`src/rtl/storage_wb_bridge.sv`:
```
// storage_wb_bridge: Wishbone B4 classic slave in front of the management SRAM array.
// One access in flight: IDLE -> ACCESS -> (RDWAIT) -> ACK; misses ack straight from IDLE.
module storage_wb_bridge #(
  parameter int          RAM_BLOCKS = 2,
  parameter logic [31:0] BASE_ADR   = 32'h0000_0000
) (
  input  logic                      wb_clk_i,
  input  logic                      wb_rst_i,
  input  logic                      wb_cyc_i,
  input  logic                      wb_stb_i,
  input  logic                      wb_we_i,
  input  logic [3:0]                wb_sel_i,
  input  logic [31:0]               wb_adr_i,
  input  logic [31:0]               wb_dat_i,
  output logic                      wb_ack_o,
  output logic [31:0]               wb_dat_o,
  output logic [RAM_BLOCKS-1:0]     mgmt_ena,
  output logic [RAM_BLOCKS-1:0]     mgmt_wen,
  output logic [RAM_BLOCKS*4-1:0]   mgmt_wen_mask,
  output logic [7:0]                mgmt_addr,
  output logic [31:0]               mgmt_wdata,
  input  logic [RAM_BLOCKS*32-1:0]  mgmt_rdata
);
  localparam int BW = (RAM_BLOCKS > 1) ? $clog2(RAM_BLOCKS) : 1;

  typedef enum logic [1:0] {IDLE, ACCESS, RDWAIT, ACK} state_t;
  typedef struct packed {
    logic          we;
    logic [BW-1:0] blk;
  } req_t;

  state_t                  state, state_nx;
  req_t                    req_q;
  logic [31:0]             off;
  logic                    hit, start;
  logic [BW-1:0]           blk;
  logic [RAM_BLOCKS-1:0]   ena_nx, wen_nx;
  logic [RAM_BLOCKS*4-1:0] mask_nx;
  logic                    unused_off;

  assign off        = wb_adr_i - BASE_ADR;
  assign hit        = off[31:10] < 22'(RAM_BLOCKS);
  assign blk        = off[10 +: BW];
  assign start      = (state == IDLE) && wb_cyc_i && wb_stb_i;
  assign unused_off = &{1'b0, off[1:0]};

  // Per-block strobe decode; only the hit block ever sees a low enable or a mask.
  for (genvar b = 0; b < RAM_BLOCKS; b++) begin : g_lane
    logic sel_b;
    assign sel_b                = hit && (blk == BW'(b));
    assign ena_nx[b]            = ~sel_b;
    assign wen_nx[b]            = ~(sel_b && wb_we_i);
    assign mask_nx[4*b +: 4]    = (sel_b && wb_we_i) ? wb_sel_i : 4'h0;
  end

  always_ff @(posedge wb_clk_i) begin
    if (wb_rst_i) state <= IDLE;
    else          state <= state_nx;
  end

  always_comb begin
    state_nx = state;
    case (state)
      IDLE:    if (wb_cyc_i && wb_stb_i) state_nx = hit ? ACCESS : ACK;
      ACCESS:  state_nx = req_q.we ? ACK : RDWAIT;
      RDWAIT:  state_nx = ACK;
      ACK:     state_nx = IDLE;
      default: state_nx = IDLE;
    endcase
  end

  // Strobes are asserted for exactly the ACCESS cycle: loaded on accept, released on the next edge.
  always_ff @(posedge wb_clk_i) begin
    if (wb_rst_i) begin
      mgmt_ena      <= '1;
      mgmt_wen      <= '1;
      mgmt_wen_mask <= '0;
      mgmt_addr     <= '0;
      mgmt_wdata    <= '0;
      wb_dat_o      <= '0;
      req_q         <= '0;
    end else begin
      mgmt_ena      <= '1;
      mgmt_wen      <= '1;
      mgmt_wen_mask <= '0;
      if (start) begin
        if (hit) begin
          mgmt_ena      <= ena_nx;
          mgmt_wen      <= wen_nx;
          mgmt_wen_mask <= mask_nx;
          mgmt_addr     <= off[9:2];
          mgmt_wdata    <= wb_dat_i;
          req_q         <= '{we: wb_we_i, blk: blk};
        end else begin
          wb_dat_o <= '0;
        end
      end
      if (state == RDWAIT) wb_dat_o <= mgmt_rdata[32*req_q.blk +: 32];
    end
  end

  assign wb_ack_o = (state == ACK);

endmodule

```
`config.mk`:
```
export PLATFORM = sky130hd
export DESIGN_NAME = storage_wb_bridge
export DESIGN_NICKNAME = d
export VERILOG_FILES = /design/src/rtl/storage_wb_bridge.sv
export SDC_FILE = /design/constraint.sdc
export NUM_CORES = 1
export LEC_CHECK = 0
export ABC_AREA = 1
export CORE_MARGIN = 10
export CORE_UTILIZATION = 50
export DETAILED_ROUTE_END_ITERATION = 6
export DONT_BUFFER_PORTS = 1
export SYNTH_ARGS = -nofsm -noshare
export SYNTH_HDL_FRONTEND = slang
export SYNTH_SLANG_ARGS = --single-unit
```
`constraint.sdc`:
```
create_clock -name wb_clk_i -period 2.15 [get_ports wb_clk_i]
set_clock_uncertainty 0.1 [all_clocks]
set_input_delay 0.43 -clock wb_clk_i [delete_from_list [all_inputs] [get_ports wb_clk_i]]
set_output_delay 0.43 -clock wb_clk_i [all_outputs]
set_load 0.02 [all_outputs]
```
; Yosys cells after proc, flatten, opt, wreduce, memory -nomap -nowiden
; Cells that the tools add are included.
[classes]
addsub = 0
mul = 0
n_div = 0
order_cmp = 1
eq_ne = 5
shift = 1
mux = 7
bitwise_logic = 7
n_reduce_logical = 14
[op_table]
columns = operator, count
row1 = two-way mux 32 bit, 3
row2 = variable part select 64 x 7 -> 32 bit, 1
row3 = "< comparator 22 x 2 -> 1 bit, second input constant", 1
row4 = one-hot mux 2 bit (4 select lines), 1
row5 = OR reduction 4 bit, 2
row6 = logical AND 1 bit, 7
row7 = NOT 1 bit, 7
row8 = "equality test 2 bit, second input constant", 2
row9 = two-way mux 2 bit, 2
row10 = "inequality test 2 x 1 -> 1 bit, second input constant", 2
row11 = AND reduction 2 bit, 2
row12 = OR reduction 3 bit, 1
row13 = "equality test 2 x 1 -> 1 bit, second input constant", 1
row14 = logical NOT 2 bit, 1
row15 = nonzero test 2 bit, 1
row16 = two-way mux 1 bit, 1
[word_totals]
regBits = 88
latchBits = 0
ramBits = 0
rom_bits = 0
in_bits = 137
out_inout_bits = 85
n_memories = 0

; Logic depth before layout (Yosys ltp)
; Gate-level depths: netlist of run 1.
[logic_depth]
ltp_word = 5
ltp_mapped = 10

; Worst setup path after synthesis of run 1
; Ideal clock, no wire load.
[synth_timing]
kind = flip-flop to flip-flop
startpoint = register state[0]
endpoint = register mgmt_wdata[31]
setup_ns = 0.059
t_arrival_ns = 1.464
required_ns = 1.991
path_slack_ns = 0.528
path_stages_with_launch = 11
n_path_buf = 1
cell_sequence = dfxtp_1 > inv_1 > ha_1 > nand3_1 > inv_1 > nand4_4 > inv_1 > nor2_1 > buf_2 > nand2_1 > nand2_1
[synth_between]
elab_chain_len = 4
[synth_rtl]
columns = element, line
row1 = from (decl), 32  ; state_t state, state_nx;
row2 = from (signal assigned), 58  ; else state <= state_nx;
row3 = logical NOT 2 bit, 44  ; assign start = (state == IDLE) && wb_cyc_i && wb_stb_i;
row4 = logical AND 1 bit (2 in a row), 44
row5 = AND reduction 2 bit (no line), -
row6 = to (signal assigned), 92  ; mgmt_wdata <= wb_dat_i;
row7 = to (decl), 21  ; output logic [31:0] mgmt_wdata,
; Every way passes these cells.
; A chain may end at the register's enable or synchronous reset.

; Final worst setup path of run 1
[layout_timing]
startpoint = register state[1]
endpoint = register mgmt_wdata[31]
; Same word-level chain as after synthesis.

==> metrics.md, run 1 <==
| Metric | Value |
|---|---|
| Initial DRT Pass Iterations | `4` |
| Endpoints failing setup | `0` |
| Final #Nets | `601` |
| Die Ht | `105 um` |
| RSZ-0062 raised after global routing | `no` |
| Critical Path RT | `2.35 ns` |
| Cell Area, Placed | `0.00367 mm2` |
| Worst-Skew Late Latency | `0.35 ns` |
| IO Pins | `222` |
| CTS Buffer Depth | `2` |
| Fin crit period | `1.72 ns` |
| Final std cells w/o fill | `563` |
| DR DRC count | `0` |
| Final instance area | `0.00387 mm2` |
| YS warnings | `0` |
| R2R cell count | `9` |
| Simple-gate area share of the yosys netlist | `33.6%` |
| Synthesized flop and latch total | `88` |
| Worst Hold Class | `in -> reg` |
| Cts repair resizes | `0` |
| Largest net degree at the start of global routing | `65` |
| Slew @ Worst Pin | `0.842 ns` |
| Compound-Gate Fraction of Synth Area | `9.68%` |
| Max Clock Freq | `581 MHz` |
| CP arrival | `1.92 ns` |
| Synthesized area | `0.00363 mm2` |
| Syn_nets | `611` |
| # H-tree levels | `3` |
| Syn avg cell area | `7.75 um2` |
| IO Port Bufs | `0` |
| Die ar. | `0.0111 mm2` |
| 1st-iter DRT viols | `92` |
| Worst vdd ir | `508 uV` |
| Setup CP Type | `reg -> reg` |
| Multiplexer share of the synthesized area | `0%` |
| Core area | `0.00718 mm2` |
| P&R area growth vs syn | `6.54%` |
| Root buffer selected by CTS | `clkbuf_8` |
| CTS Buf Count | `9` |
| Main combinational cell family by area after synthesis | `simple AND/OR/NAND/NOR gates` |
| Filler cells | `684` |
| # Max-Cap Violations | `0` |
| Final WL | `9.83 mm` |
| Hold Buf Count CTS | `0` |
| Pleak | `1.68 nW` |
| Reg clk slew, reported paths | `0.10 ns` |
| Reg area | `0.00176 mm2` |
| Die width | `105 um` |
| Tot Pwr | `3.97 mW` |
| Rel. slew slack | `43.8%` |
| Startpoint types | `flip-flop` |
| Register area share after synthesis | `48.5%` |
| Post-route ant nets | `0` |
| Layout cells sized above 1 | `15.5%` |
| DPL Wire Length | `7.52 mm` |
| Cell depth of the worst hold path | `1` |
| Synth unique cells | `24` |
| Initial antenna violation count | `0` |
| Endpoint class of the critical path | `flip-flop` |
| Remaining global-route overflow | `0` |
| Synthesized instance count | `469` |
| Xor and xnor fraction of the mapped netlist area | `0%` |
| CTS tree | `yes` |
| Rows | `31` |
| Max Slew Vio Count | `0` |
| Via count | `2876` |
| Multi-input gate area | `0.00164 mm2` |
| Via-to-Cell Ratio | `5.11` |
| Share of the clock period used by the worst path | `80.0%` |
| Power Density | `1030 mW/mm2` |
| Status | `finished, final reports clean` |
| Setup total negative slack | `0 ns` |
| First-pass GRT wire length | `15.2 mm` |
| Sink Count | `88` |
| CP max FO | `29` |
| Placed Cells incl. Taps | `547` |
| Post-CTS setup buffers | `0` |
| Starting density of the core | `50.6%` |
| Synth Area in Adders | `1.72%` |
| GRT Resource Usage Total | `16.9%` |
| Final Hold Fails | `0` |
| Diode count | `0` |
| Vias in the first global route | `2847` |
| Routed len/inst | `17.5 um` |
| GPL Wtd Cong | `0.772` |
-- layout by cell type (no fill, tap or decap), drive strengths merged --
cell / synthesis / layout
or2: 1 / 1
nand3: 36 / 36
o21ai: 33 / 33
inv: 15 / 17
bufinv: 0 / 1
clkinv: 0 / 2
clkinvlp: 0 / 2
nor2: 87 / 87
a21boi: 1 / 1
a31oi: 1 / 1
dfxtp: 88 / 88
buf: 14 / 7
ha: 5 / 5
o21bai: 1 / 1
nand4: 1 / 1
a21oi: 33 / 33
clkbuf: 14 / 9
nand2: 139 / 139
-- worst max-delay path, cell delays in order (launching register included) --
cell and delay, ns:
dfxtp_1 0.35, inv_1 0.13, ha_1 0.18, nand3_1 0.06
inv_1 0.12, nand4_4 0.15, nor2_8 0.18, buf_12 0.23
nand2_1 0.07, nand2_1 0.08
-- metrics by stage --
step | util, % | worst slack, ns | hold slack [ns]
final | 53.9 | 0.430 | 0.0350
after global routing | 53.9 | 0.246 | 0.00812
after CTS | 53.9 | 0.397 | 0.0115
after detailed placement | 51.1 | 0.414 | 0.358
after global placement | 51.1 | 0.442 | 0.350
after floorplan | - | 0.528 | 0.319
-- worst paths after layout --
check	from	to	slack [ns]
max reg2reg	state[1]$_SDFFE_PP0P_	mgmt_wdata[31]$_SDFFE_PP0P_	0.43
min	wb_rst_i	wb_dat_o[21]$_SDFFE_PP0P_	0.04
min reg2reg	req_q[1]$_SDFFE_PP0P_	req_q[1]$_SDFFE_PP0P_	0.37
max	state[1]$_SDFFE_PP0P_	mgmt_wdata[31]$_SDFFE_PP0P_	0.43
-- sequential cells by signal (all words and copies together) (netlist names) --
| signal | cells |
|---|---|
| mgmt_wdata | 32 |
| wb_dat_o | 32 |
| mgmt_addr | 8 |
| mgmt_wen_mask | 8 |
| mgmt_ena | 2 |
| mgmt_wen | 2 |
| req_q | 2 |
| state | 2 |
-- cells in the mapped netlist (all sizes together) --
master,number,area [um2]
clkbuf,14,52.6
nand2,139,622
nand3,36,205
nand4,1,21.3
buf,14,129
nor2,87,365
a21oi,33,165
inv,15,56.3
or2,1,6.26
dfxtp,88,1760
a21boi,1,7.51
o21ai,33,165
ha,5,62.6
a31oi,1,6.26
o21bai,1,7.51
-- metal layers --
metal | vias to the layer above | routed length (um) | track usage [%] | part of all wire, %
met1 | 1252 | 3670 | 18.5 | 37
met2 | 139 | 4790 | 28.0 | 49
li1 | 1471 | - | - | -
met4 | 0 | 177 | 6.27 | 1.8
met3 | 14 | 1190 | 7.61 | 12
met5 | - | 0 | 0 | 0
-- kinds of logic (layout without fill, tap and decap cells) --
family	Yosys count	after routing
adders and majority gates	5	5
DFF	88	88
and+or+nand+nor	264	264
AOI/OAI and AO/OA	69	69
buffers and inverters	43	38
-- where the power goes --
group / internal (mW) / switching, mW / leakage (nW) / total (mW)
registers: 1.78 / 0.281 / 0.712 / 2.06
clock network: 0.549 / 0.604 / 0.0977 / 1.15
logic: 0.283 / 0.471 / 0.866 / 0.754
total: 2.61 / 1.36 / 1.68 / 3.97
-- cell type report --
cell class	count	share of cell area (%)
clock buffers	9	3.20
clock inverters	7	2.04
inverters	15	1.45
multi-input cells	338	42.3
flip-flops and latches	88	45.5
well taps	99	3.20
repair buffers	7	2.33
(Power assumes the default switching activity.)
==> inputs of run 2 (changes only) <==
- clock period: 2.15 -> 1.8 ns (I/O delays scaled with it)
==> metrics.md, run 2 (synthesis results as in run 1) <==
| Metric | Value |
|---|---|
| Status | `finished, final reports clean` |
| Worst r2r src | `state[0]$_SDFFE_PP0P_` |
| Die Ht | `105 um (unchanged)` |
| Cell depth of the worst hold path | `2 (+1)` |
| Rel. slew slack | `45.0% (+1.2 points)` |
| CTS Buf Count | `9 (unchanged)` |
| Hold WS | `0.0147 ns (-0.0204 ns)` |
| Post-route ant nets | `0 (unchanged)` |
| # Max-Cap Violations | `0 (unchanged)` |
| IO Pins | `222 (unchanged)` |
| Worst Hold Class | `in -> reg` |
| Share of the clock period used by the worst path | `91.2% (+11 points)` |
| Reg clk slew, reported paths | `0.09 ns (about the same)` |
| Remaining global-route overflow | `0 (unchanged)` |
| Initial antenna violation count | `0 (unchanged)` |
| GRT Resource Usage Total | `17.6% (+0.72 points)` |
| Largest net degree at the start of global routing | `43 (-34%)` |
| First-pass GRT wire length | `15.9 mm (+4.3%)` |
| Via-to-Cell Ratio | `5.19 (+1.6%)` |
| Cell Area, Placed | `0.00370 mm2 (+0.75%)` |
| Final WL | `10.3 mm (+5.1%)` |
| GPL Wtd Cong | `0.783 (+1.5%)` |
| Pre-CTS setup slack | `0.102 ns (-0.312 ns)` |
| Critical Path RT | `1.99 ns (-0.36 ns)` |
| FF-to-FF End | `mgmt_wdata[12]$_SDFFE_PP0P_` |
| Final Hold Fails | `0 (unchanged)` |
| Final std cells w/o fill | `589 (+4.6%)` |
| Setup CP Type | `reg -> reg` |
| Reg area | `0.00176 mm2 (about the same)` |
| Root buffer selected by CTS | `clkbuf_8` |
| Initial DRT Pass Iterations | `7 (+3)` |
| 1st-iter DRT viols | `130 (+41%)` |
| Fin crit period | `1.64 ns (-0.0777 ns)` |
| Startpoint types | `flip-flop` |
| Final #Nets | `627 (+4.3%)` |
| Final Worst Setup Slack | `0.158 ns (-0.272 ns)` |
| Vias in the first global route | `3014 (+5.9%)` |
| Layout cells sized above 1 | `16.3% (+0.81 points)` |
| Core area | `0.00718 mm2 (unchanged)` |
| CTS Buffer Depth | `2 (unchanged)` |
| Min-Delay Endpoint | `mgmt_wdata[1]$_SDFFE_PP0P_` |
| P&R area growth vs syn | `15.0%` |
| R2R cell count | `9 (unchanged)` |
| Diode count | `0 (unchanged)` |
| Die ar. | `0.0111 mm2 (unchanged)` |
| Multi-input gate area | `0.00164 mm2 (unchanged)` |
| Rows | `31 (unchanged)` |
| Max Slew Vio Count | `0 (unchanged)` |
| Most frequent cells in the layout | `99 x nand2_1, 87 x dfxtp_1, 82 x nor2_1` |
| CP arrival | `1.83 ns (-0.09 ns)` |
| Pleak | `1.80 nW (+7.5%)` |
| Worst Hold Launch | `wb_dat_i[1]` |
| Die width | `105 um (unchanged)` |
| IO Port Bufs | `0 (unchanged)` |
| # H-tree levels | `3 (unchanged)` |
| Final instance area | `0.00418 mm2 (+7.9%)` |
| DR DRC count | `0 (unchanged)` |
| Routed len/inst | `17.5 um (+0.49%)` |
| Via count | `3058 (+6.3%)` |
| Endpoint class of the critical path | `flip-flop` |
| DPL Wire Length | `7.52 mm (about the same)` |
| Max Clock Freq | `609 MHz (+4.7%)` |
| Starting density of the core | `50.6% (unchanged)` |
| Tot Pwr | `4.81 mW (+21%)` |
| FF-to-FF setup slack | `0.16 ns (-0.27 ns)` |
| Largest regs | `mgmt_wdata (32), wb_dat_o (32)` |
| CTS tree | `yes` |
| Sink Count | `88 (unchanged)` |
| Worst-Skew Late Latency | `0.34 ns (about the same)` |
| Power Density | `1150 mW/mm2 (+12%)` |
| CP max FO | `24 (-17%)` |
| RSZ-0062 raised after global routing | `no` |
| Final Util | `58.2% (+4.3 points)` |
| Worst vdd ir | `521 uV (+2.5%)` |
| Setup total negative slack | `0 ns (unchanged)` |
| Filler cells | `661 (-3.4%)` |
| Commonest non-fill, non-tap cell in the layout | `nand2_1` |
| Placed Cells incl. Taps | `549 (+0.37%)` |
| Endpoints failing setup | `0 (unchanged)` |
| Slew @ Worst Pin | `0.824 ns (-0.0181 ns)` |
-- run 2: cell count changes in the layout (fill, tap and decap cells not counted), moves of 2 or more --
cell / delta
dlygate4sd3_1: +20
buf_6: +2
inv_1: -2
buf_12: +2
clkbuf_16: +2
inv_2: +2
-- run 2: where the power goes --
group	total, mW	switching (mW)	internal (mW)
registers	2.46	0.328	2.13
clock network	1.35	0.705	0.647
logic	0.998	0.596	0.402
total	4.81	1.63	3.18
-- run 2: worst max-delay path: stages, from the launching register on --
cell and delay [ns]:
dfxtp_1 0.31, inv_1 0.11, ha_1 0.17, nand3_1 0.08
inv_2 0.09, nand4_4 0.14, nor2_8 0.23, buf_12 0.22
nand2_2 0.06, nand2_1 0.06
-- run 2: final cells by class --
class / instances / area share [%]
inverter: 15 / 1.35
tap: 99 / 2.96
clock inverter: 6 / 1.62
timing repair buffer: 33 / 9.64
clock buffer: 10 / 3.05
multi-input combinational: 338 / 39.2
sequential: 88 / 42.2
-- run 2: layer usage --
metal,track usage (%),wire length (um)
met1,19.1,3860
met4,4.71,97
met3,8.10,1180
met5,0,0
met2,30.2,5200
-- run 2: worst max-delay path by stage --
stage                                      from                           to
after global routing      state[0]$_SDFFE_PP0P_  mgmt_wdata[12]$_SDFFE_PP0P_
after floorplan           state[0]$_SDFFE_PP0P_  mgmt_wdata[31]$_SDFFE_PP0P_
after detailed placement  state[1]$_SDFFE_PP0P_   mgmt_wdata[5]$_SDFFE_PP0P_
after global placement    state[1]$_SDFFE_PP0P_  mgmt_wen_mask[4]$_SDFF_PP0_
final                     state[0]$_SDFFE_PP0P_  mgmt_wdata[12]$_SDFFE_PP0P_
after CTS                 state[1]$_SDFFE_PP0P_  mgmt_wdata[13]$_SDFFE_PP0P_
-- run 2: timing repair --
action,4_1_cts,5_1_grt
endpoints found under the hold margin,53,0
gates resized for setup,0,5
setup endpoints to repair,0,50
hold buffers,21,0
setup buffers,0,1
==> inputs of run 3 (changes only) <==
- ABC_AREA: 1 -> not set
- clock period: 1.8 -> 2.1 ns (I/O delays scaled with it)
==> metrics.md, run 3 <==
| Metric | Value |
|---|---|
| Status | `finished, final reports clean` |
| Starting density of the core | `51.7% (+1.0 points)` |
| Placed Cells incl. Taps | `540 (-1.6%)` |
| Rel. slew slack | `68.0% (+23 points)` |
| Syn_nets | `620 (+1.5%)` |
| Post-synth top area share | `41.3% (-7.2 points)` |
| Critical path capture point | `mgmt_wen[1]$_SDFF_PP1_` |
| Via-to-Cell Ratio | `6.53 (+26%)` |
| Synthesized area | `0.00427 mm2 (+17%)` |
| Routed len/inst | `23.2 um (+33%)` |
| Die ar. | `0.0126 mm2 (+14%)` |
| Commonest cells in the synthesized netlist | `88 x dfxtp_1, 46 x clkbuf_1, 43 x a21oi_1, 43 x nand4_1, 42 x o31ai_1` |
| Initial DRT Pass Iterations | `6 (-1)` |
| Critical Path RT | `2.24 ns (+0.25 ns)` |
| Ys async rst share | `0% (unchanged)` |
| IO Pins | `222 (unchanged)` |
| Worst Setup SP | `state[0]$_SDFFE_PP0P_` |
| Max Slew Vio Count | `0 (unchanged)` |
| Final #Nets | `588 (-6.2%)` |
| Diode count | `0 (unchanged)` |
| Switching power | `1.33 mW (-19%)` |
| Final std cells w/o fill | `556 (-5.6%)` |
| Post-CTS setup buffers | `0 (unchanged)` |
| R2R cell count | `5 (-4)` |
| Top_reg_cell synth | `dfxtp_1` |
| CTS Buffer Depth | `2 (unchanged)` |
| Final instance area | `0.00455 mm2 (+9.0%)` |
| DR DRC count | `0 (unchanged)` |
| DPL Wire Length | `8.93 mm (+19%)` |
| Synth top area cells | `dfxtp_1 41%, mux2_2 8.4%, o31ai_1 7.4%` |
| Switching share of power | `33.8% (-0.099 points)` |
| Cell Area, Placed | `0.00436 mm2 (+18%)` |
| Post-route ant nets | `0 (unchanged)` |
| Die width | `112 um (+6.8%)` |
| Synthesized flop and latch total | `88 (unchanged)` |
| Worst Hold Launch | `wb_rst_i` |
| Power Density | `862 mW/mm2 (-25%)` |
| GPL Wtd Cong | `0.780 (-0.41%)` |
| Most common cell in the netlist | `dfxtp_1` |
| CTS tree | `yes` |
| Startpoint types | `flip-flop` |
| YS warnings | `0 (unchanged)` |
| Tot Pwr | `3.92 mW (-18%)` |
| Hold Buf Count CTS | `0 (-100%)` |
| Sequential power share | `52.5% (+1.4 points)` |
| Via count | `3629 (+19%)` |
| Hold WS | `0.0390 ns (+0.0243 ns)` |
| Slew @ Worst Pin | `0.480 ns (-0.344 ns)` |
| Final Worst Setup Slack | `0.274 ns (+0.116 ns)` |
| Final Hold Fails | `0 (unchanged)` |
| First-pass GRT wire length | `20.7 mm (+30%)` |
| Clock Power Share | `28.6% (+0.5 points)` |
| 1st-iter DRT viols | `312 (+140%)` |
| CP max FO | `5 (-79%)` |
| Vias in the first global route | `3625 (+20%)` |
| Endpoints failing setup | `0 (unchanged)` |
| Comb pwr share | `18.9% (-1.9 points)` |
| Pre-CTS setup slack | `0.132 ns (+0.0301 ns)` |
| Final WL | `12.9 mm (+25%)` |
| GRT Resource Usage Total | `19.5% (+1.9 points)` |
| Largest regs | `mgmt_wdata (32), wb_dat_o (32)` |
| Largest net degree at the start of global routing | `90 (+110%)` |
| # H-tree levels | `3 (unchanged)` |
| Register area share after synthesis | `41.3% (-7.2 points)` |
| Internal power | `2.60 mW (-18%)` |
| Worst-Skew Late Latency | `0.35 ns (about the same)` |
| Setup total negative slack | `0 ns (unchanged)` |
| CP arrival | `1.97 ns (+0.14 ns)` |
| Root buffer selected by CTS | `clkbuf_8` |
| CTS Buf Count | `9 (unchanged)` |
| Fin crit period | `1.83 ns (+0.184 ns)` |
| RSZ-0062 raised after global routing | `no` |
| Worst r2r src | `state[0]$_SDFFE_PP0P_` |
| Die Ht | `112 um (+6.8%)` |
| Max Clock Freq | `548 MHz (-10%)` |
| Commonest non-fill, non-tap cell in the layout | `dfxtp_1` |
| FF-to-FF End | `mgmt_wen[1]$_SDFF_PP1_` |
| Final Util | `55.1% (-3.1 points)` |
| Share of the clock period used by the worst path | `86.9% (-4.3 points)` |
| Cts repair resizes | `0 (unchanged)` |
| Rows | `33 (+6.5%)` |
| Remaining global-route overflow | `0 (unchanged)` |
| Post-synth EDFFs | `0 (unchanged)` |
| Post-synth top area cell | `dfxtp_1` |
| Reg clk slew, reported paths | `0.09 ns (about the same)` |
| FF-to-FF setup slack | `0.27 ns (+0.12 ns)` |
| Worst vdd ir | `502 uV (-3.7%)` |
| Initial antenna violation count | `0 (unchanged)` |
| Worst Hold Class | `in -> reg` |
| Pleak | `1.51 nW (-16%)` |
| Syn avg cell area | `8.93 um2 (+15%)` |
| Endpoint class of the critical path | `flip-flop` |
| P&R area growth vs syn | `6.72%` |
| Core area | `0.00826 mm2 (+15%)` |
| Synthesized instance count | `478 (+1.9%)` |
| # Max-Cap Violations | `0 (unchanged)` |
| IO Port Bufs | `0 (unchanged)` |
| Sink Count | `88 (unchanged)` |
| Layout cells sized above 1 | `17.5% (+1.2 points)` |
| Synth unique cells | `34 (+42%)` |
| Most frequent cells in the layout | `88 x dfxtp_1, 43 x nand4_1, 43 x a21oi_1` |
| Setup CP Type | `reg -> reg` |
## run 3: routing by layer
layer | global-route usage (%) | wire length, um
met1 | 22.9 | 4990
met2 | 30.8 | 6160
met3 | 9.21 | 1570
met4 | 5.92 | 210
met5 | 0 | 0
## run 3: worst min-delay path by stage
stage,endpoint,depth (start not counted),slack [ns]
finish,mgmt_wen_mask[7]$_SDFF_PP0_,1,0.04
global route,mgmt_wen_mask[7]$_SDFF_PP0_,1,0.02
CTS,mgmt_wdata[0]$_SDFFE_PP0P_,1,0.01
detailed placement,req_q[1]$_SDFFE_PP0P_,2,0.37
global placement,req_q[1]$_SDFFE_PP0P_,2,0.36
floorplan,req_q[1]$_SDFFE_PP0P_,2,0.35
## run 3: kinds of logic (layout without fill, tap and decap cells)
group | after synthesis | count (layout) | synth area share [%]
AND/OR/NAND/NOR | 170 | 170 | 24.2
flip-flops | 88 | 88 | 41.3
AO/OA/AOI/OAI | 122 | 122 | 19.0
adder cells (fa/ha/maj) | 5 | 5 | 1.47
multiplexers | 32 | 32 | 8.45
buffers and inverters | 61 | 34 | 5.54
## run 3: area by class of cell
| cell class | count | area, um2 |
|---|---|---|
| fill | 769 | 3700 |
| clock buffer | 11 | 151 |
| clock inverter | 5 | 40.0 |
| sequential | 88 | 1760 |
| multi-input combinational | 329 | 2280 |
| inverter | 2 | 7.51 |
| timing repair buffer | 16 | 183 |
| tap | 105 | 131 |
## run 3: worst max-delay path, stage by stage, from the launching register on
cell and delay [ns]:
dfxtp_1 0.34, inv_1 0.14, ha_1 0.21, nand3_2 0.11, or4_4 0.60, or2_1 0.22
## run 3: power by group through the flow
stage | clock (mW) | combinational (mW) | sequential (mW)
after floorplan | 0 | 0.592 | 2.06
after global placement | 0 | 0.725 | 2.10
after detailed placement | 0 | 0.742 | 2.10
after CTS | 1.17 | 0.745 | 2.07
after global routing | 1.23 | 0.834 | 2.08
final | 1.12 | 0.741 | 2.06
